File: src/rtl/pipe_buf_if.sv
// Handshake bundle between an upstream stage, pipe_buf and a downstream stage.
// Valid/ready: a payload moves on a cycle where valid=1 and allowin=1 are seen together at the rising edge.
interface pipe_buf_if #(
  parameter int DATA_W = 32,
  parameter int DEPTH  = 2
);
  localparam int CNT_W = $clog2(DEPTH + 1);

  logic              in_valid;
  logic [DATA_W-1:0] in_data;
  logic              in_allowin;
  logic              out_valid;
  logic [DATA_W-1:0] out_data;
  logic              out_allowin;
  logic [CNT_W-1:0]  count;

  modport master (
    output in_valid, in_data, out_allowin,
    input  in_allowin, out_valid, out_data, count
  );

  modport slave (
    input  in_valid, in_data, out_allowin,
    output in_allowin, out_valid, out_data, count
  );
endinterface

File: src/rtl/pipe_buf.sv
// Circular-buffer pipeline stage with flush; DEPTH=1 behaves as a plain stage register.
// Optional macro PIPE_BUF_BYPASS_EN lets an empty buffer forward in_data to out_data in the same cycle.
module pipe_buf #(
  parameter int DATA_W = 32,
  parameter int DEPTH  = 2
) (
  input  logic        clk,
  input  logic        reset,
  input  logic        flush,
  pipe_buf_if.slave   bus
);
  localparam int CNT_W = $clog2(DEPTH + 1);
  localparam int PTR_W = (DEPTH > 1) ? $clog2(DEPTH) : 1;

  logic [DATA_W-1:0] r_mem [DEPTH];
  logic [PTR_W-1:0]  r_rd_ptr;
  logic [PTR_W-1:0]  r_wr_ptr;
  logic [CNT_W-1:0]  r_count;

  logic              w_empty;
  logic              w_full;
  logic              w_in_allowin;
  logic              w_out_valid;
  logic [DATA_W-1:0] w_out_data;
  logic              w_push;
  logic              w_pop;
  logic              w_store;
  logic              w_pop_mem;

  function automatic logic [PTR_W-1:0] ptr_inc(input logic [PTR_W-1:0] p);
    return (p == PTR_W'(DEPTH - 1)) ? '0 : p + PTR_W'(1);
  endfunction

  assign w_empty = (r_count == '0);
  assign w_full  = (r_count == CNT_W'(DEPTH));

  // A full buffer still accepts when the head leaves in the same cycle.
  assign w_in_allowin = !w_full || bus.out_allowin;

`ifdef PIPE_BUF_BYPASS_EN
  logic w_bypass;
  assign w_bypass    = w_empty && bus.in_valid && !flush;
  assign w_out_valid = (!w_empty && !flush) || w_bypass;
  assign w_out_data  = w_bypass    ? bus.in_data :
                       w_out_valid ? r_mem[r_rd_ptr] : '0;
  assign w_push      = bus.in_valid && w_in_allowin && !flush;
  assign w_pop       = w_out_valid && bus.out_allowin;
  // A bypassed payload taken downstream is neither stored nor popped from storage.
  assign w_store     = w_push && !(w_bypass && bus.out_allowin);
  assign w_pop_mem   = w_pop && !w_empty;
`else
  assign w_out_valid = !w_empty && !flush;
  assign w_out_data  = w_out_valid ? r_mem[r_rd_ptr] : '0;
  assign w_push      = bus.in_valid && w_in_allowin && !flush;
  assign w_pop       = w_out_valid && bus.out_allowin;
  assign w_store     = w_push;
  assign w_pop_mem   = w_pop;
`endif

  assign bus.in_allowin = w_in_allowin;
  assign bus.out_valid  = w_out_valid;
  assign bus.out_data   = w_out_data;
  assign bus.count      = r_count;

  always_ff @(posedge clk) begin
    if (reset || flush) begin
      r_count  <= '0;
      r_rd_ptr <= '0;
      r_wr_ptr <= '0;
    end else begin
      if (w_store)   r_wr_ptr <= ptr_inc(r_wr_ptr);
      if (w_pop_mem) r_rd_ptr <= ptr_inc(r_rd_ptr);
      case ({w_store, w_pop_mem})
        2'b10:   r_count <= r_count + CNT_W'(1);
        2'b01:   r_count <= r_count - CNT_W'(1);
        default: r_count <= r_count;
      endcase
    end
  end

  // Storage is not reset; only the pointers and count define what is live.
  always_ff @(posedge clk) begin
    if (w_store) r_mem[r_wr_ptr] <= bus.in_data;
  end
endmodule

File: src/flat_wrapper.sv
// flat-port wrapper written by rule: the top's interface ports become plain ports
module pipe_buf_flat 
#(
  parameter int DATA_W = 32,
  parameter int DEPTH  = 2
)
  (clk, reset, flush, bus_in_valid, bus_in_data, bus_out_allowin, bus_in_allowin, bus_out_valid, bus_out_data, bus_count);
  pipe_buf_if #(.DATA_W(DATA_W), .DEPTH(DEPTH)) bus_i ();
  input  logic clk;
  input  logic reset;
  input  logic flush;
  input wire logic [$bits(bus_i.in_valid)-1:0] bus_in_valid;
  input wire logic [$bits(bus_i.in_data)-1:0] bus_in_data;
  input wire logic [$bits(bus_i.out_allowin)-1:0] bus_out_allowin;
  output wire logic [$bits(bus_i.in_allowin)-1:0] bus_in_allowin;
  output wire logic [$bits(bus_i.out_valid)-1:0] bus_out_valid;
  output wire logic [$bits(bus_i.out_data)-1:0] bus_out_data;
  output wire logic [$bits(bus_i.count)-1:0] bus_count;
  assign bus_i.in_valid = bus_in_valid;
  assign bus_i.in_data = bus_in_data;
  assign bus_i.out_allowin = bus_out_allowin;
  assign bus_in_allowin = bus_i.in_allowin;
  assign bus_out_valid = bus_i.out_valid;
  assign bus_out_data = bus_i.out_data;
  assign bus_count = bus_i.count;
  pipe_buf #(.DATA_W(DATA_W), .DEPTH(DEPTH)) u_core (.clk(clk), .reset(reset), .flush(flush), .bus(bus_i));
endmodule
File: config.mk
export PLATFORM = sky130hd
export DESIGN_NAME = pipe_buf_flat
export DESIGN_NICKNAME = d
export VERILOG_FILES = /design/src/rtl/pipe_buf_if.sv /design/src/rtl/pipe_buf.sv /design/src/flat_wrapper.sv
export SDC_FILE = /design/constraint.sdc
export NUM_CORES = 1
export LEC_CHECK = 0
export CAP_MARGIN = 20
export CORE_AREA = 8 8 85 87
export CTS_CLUSTER_DIAMETER = 60
export DETAILED_ROUTE_END_ITERATION = 16
export DIE_AREA = 0 0 93 95
export PLACE_DENSITY = 0.76
export SYNTH_ARGS = -nofsm -noshare
export SYNTH_HDL_FRONTEND = slang
export SYNTH_SLANG_ARGS = --single-unit
File: constraint.sdc
create_clock -name clk -period 2.7 [get_ports clk]
set_input_delay 0.27 -clock clk [delete_from_list [all_inputs] [get_ports clk]]
set_output_delay 0.27 -clock clk [all_outputs]
set_load 0.05 [all_outputs]
==> key figures <==
Timing
  • Achievable frequency: 450 MHz
  • Hold Slack: 0.515 ns
  • Setup TNS: 0 ns
  • Final hold viol count: 0
  • # setup viols final: 0
  • Worst Clk Skew: 0.00859 ns
  • Tightest Pin Transition: 0.930 ns
  • Final Max Slew Viols: 0
  • Final worst path period need: 2.22 ns
  • Max-slew headroom: 0.378
  • Final Cycle Share: 0.824
  • Unrepaired setup endpoints after global routing: no

Clock network
  • TritonCTS clock tree: done
  • CTS Hold Buffers Added: 0
  • CTS-repair resized insts: 0
  • Clock latency on the worst-skew pair: 0.32 ns
  • Clk slew on worst S/H paths: 0.07 ns
  • Clock root cell: clkbuf_8
  • Inserted Clock Buffers: 9
  • Post-CTS Setup Repair Bufs: 0
  • Clk sinks: 69
  • Clk buf depth: 2
  • H-tree depth: 3

Global route
  • Vias in the first global route: 1577
  • M1 GR Usage: 0.134
  • Largest net degree at the start of global routing: 33
  • Gr busiest metal: met2
  • Tot GR Track Use: 0.118
  • Initial antenna violation count: 0
  • GR Layer Usage met2: 0.186
  • First-pass GRT wire length: 7800 um
  • Met3 Track Usage GR: 0.0484
  • Grt total ovfl: 0

Routing
  • TritonRoute pass-1 iters: 4
  • Iteration-0 DRC Markers: 97
  • DRC viols: 0
  • DRT antenna net count: 0
  • Detailed-route via count: 1543
  • Vias/cell: 4.79
  • WL per Instance: 15.3 um
  • Routed wire length: 4910 um

Power and ir drop
  • Share of power burned in registers: 0.570
  • Switch Pwr: 419 uW
  • Switching portion of total power: 0.198
  • Power share of the clock group: 0.351
  • P_leak: 1.26 nW
  • Internal Power: 1.70 mW
  • Comb pwr share: 0.079
  • Peak VDD IR: 0.449 mV
  • Cell Pwr Density: 569 nW/um^2

Die
  • Die area: 8840 sq um
  • Num ports: 73
  • Starting Density: 0.457
  • Die height: 95 um
  • Row count: 28
  • Die W: 93 um
  • Core footprint: 5820 sq um

Worst setup path
  • Data required, critical path: 2.43 ns
  • Worst-path maximum fanout: 5
  • Crit path DAT: 1.95 ns
  • Critical path class: reg -> out
  • Nature of the critical path endpoint: output pin
  • Startpoint Class: flip-flop

Placement
  • PortBufs: 72
  • HPWL after DPL: 3420 um
  • Dpl cell area: 3550 sq um
  • Placer Congestion: 0.697

Logic synthesis
  • Post-synth top area cell: edfxtp_1
  • Largest cells by area after synthesis: edfxtp_1 (72%), mux2i_1 (12%), nor2_1 (5.1%), dfxtp_1 (3.8%), a21boi_0 (0.85%)
  • Count of flip-flops with a built-in enable after synthesis: 64
  • Sequential element share of the synthesized area: 0.761
  • Ys flop type: edfxtp_1
  • Synth unique cells: 18
  • Ys Warns: 0
  • Seq cells post-synth: 69
  • Net Count, Synth: 202
  • Post-Syn Area: 2660 sq um
  • Asr flop ratio synth: 0
  • Commonest cells in the synthesized netlist: edfxtp_1 (64), nor2_1 (36), mux2i_1 (33)
  • Area fraction of the dominant cell type after synthesis: 0.723
  • Avg Synthesized Cell Area: 16.2 sq um
  • Top-count cell post-synth: edfxtp_1
  • Gate Count Post-Synth: 164

Finish
  • Layout fillers: 446
  • Design area: 3720 sq um
  • Area growth syn-to-layout: 40.1%
  • Share of cells above drive strength 1: 0.206
  • ANT cells: 0
  • Final Net Count: 281
  • Register area: 2020 sq um
  • Multi-input gate area: 608 sq um

Min path
  • Worst hold path type: reg -> reg

Job
  • Max cap viols: 0

Outcome
  • Status: finished clean
## worst max-delay path: stages, from the launching register on
cell             delay (ns)
dfxtp_1                0.37
or3b_2                 0.53
clkdlybuf4s50_1        0.73
## path summary, 6_finish.rpt
check | endpoint | startpoint | cells past startpoint | slack, ns
worst min register to register | u_core.r_wr_ptr$_SDFFE_PP0N_ | u_core.r_wr_ptr$_SDFFE_PP0N_ | 2 | 0.52
worst max register to register | u_core.r_mem[0][19]$_DFFE_PP_ | u_core.bus.count[0]$_SDFFE_PP0P_ | 3 | 0.80
worst min-delay path | u_core.r_wr_ptr$_SDFFE_PP0N_ | u_core.r_wr_ptr$_SDFFE_PP0N_ | 2 | 0.52
worst max-delay path | bus_in_allowin | u_core.bus.count[0]$_SDFFE_PP0P_ | 2 | 0.48
## sequential cells by signal (all words and copies together) (netlist names), named ones only
name,count
u_core.bus.count,2
u_core.r_mem,64
u_core.r_wr_ptr,1
u_core.r_rd_ptr,1
## final cells by class
type | count | area share
clock inverter | 3 | 0.0101
timing repair buffer | 75 | 0.218
inverter | 3 | 0.00303
clock buffer | 12 | 0.0363
sequential | 69 | 0.544
multi-input combinational | 85 | 0.163
tap | 75 | 0.0252
## metal layers
metal,routed length [um],up-vias
met5,0,-
met4,77,0
met3,443,8
met2,2420,58
met1,1970,720
li1,-,757
## layout by cell type (no fill, tap or decap)
cell	synthesis	layout
o21bai_2	1	1
a21boi_0	3	3
nand2_1	2	2
xnor2_1	1	1
clkbuf_1	3	3
xor2_1	1	1
clkbuf_8	0	9
clkdlybuf4s50_1	0	40
nor2_1	36	34
buf_4	0	23
nand3b_4	1	1
dfxtp_2	0	1
edfxtp_1	64	64
buf_12	0	12
or3b_2	1	1
nor3_1	1	1
or3_1	2	2
clkinv_1	0	2
ha_1	1	1
nor2_4	0	2
bufinv_16	0	1
inv_1	3	3
mux2i_1	33	33
dfxtp_1	5	4
o21ai_0	2	2
## power groups by stage
stage	logic, mW	clock network (mW)	registers (mW)
3_5_place_dp	0.170	0	1.23
3_3_place_gp	0.166	0	1.23
4_1_cts	0.170	0.766	1.21
5_1_grt	0.180	0.815	1.21
2_1_floorplan	0.0709	0	1.23
6_report	0.168	0.743	1.21
## through the flow
step                      power [mW]  std cells  utilization  setup WS, ns
after floorplan                 1.30        164            -        -0.375
after global placement          1.40        307        0.610         0.536
after detailed placement        1.40        307        0.610         0.491
after CTS                       2.14        322        0.640         0.449
after global routing            2.20        322        0.640         0.390
final                           2.12        322        0.640         0.476
## cells by family after synthesis
group           share of synthesized area
mux                                 0.124
xor+xnor                          0.00659
compound gates                     0.0165
flops                               0.761
fa+ha+maj                         0.00471
buf+inv                            0.0160
simple gates                       0.0711
No activity file was read; power rests on OpenSTA's default activity.
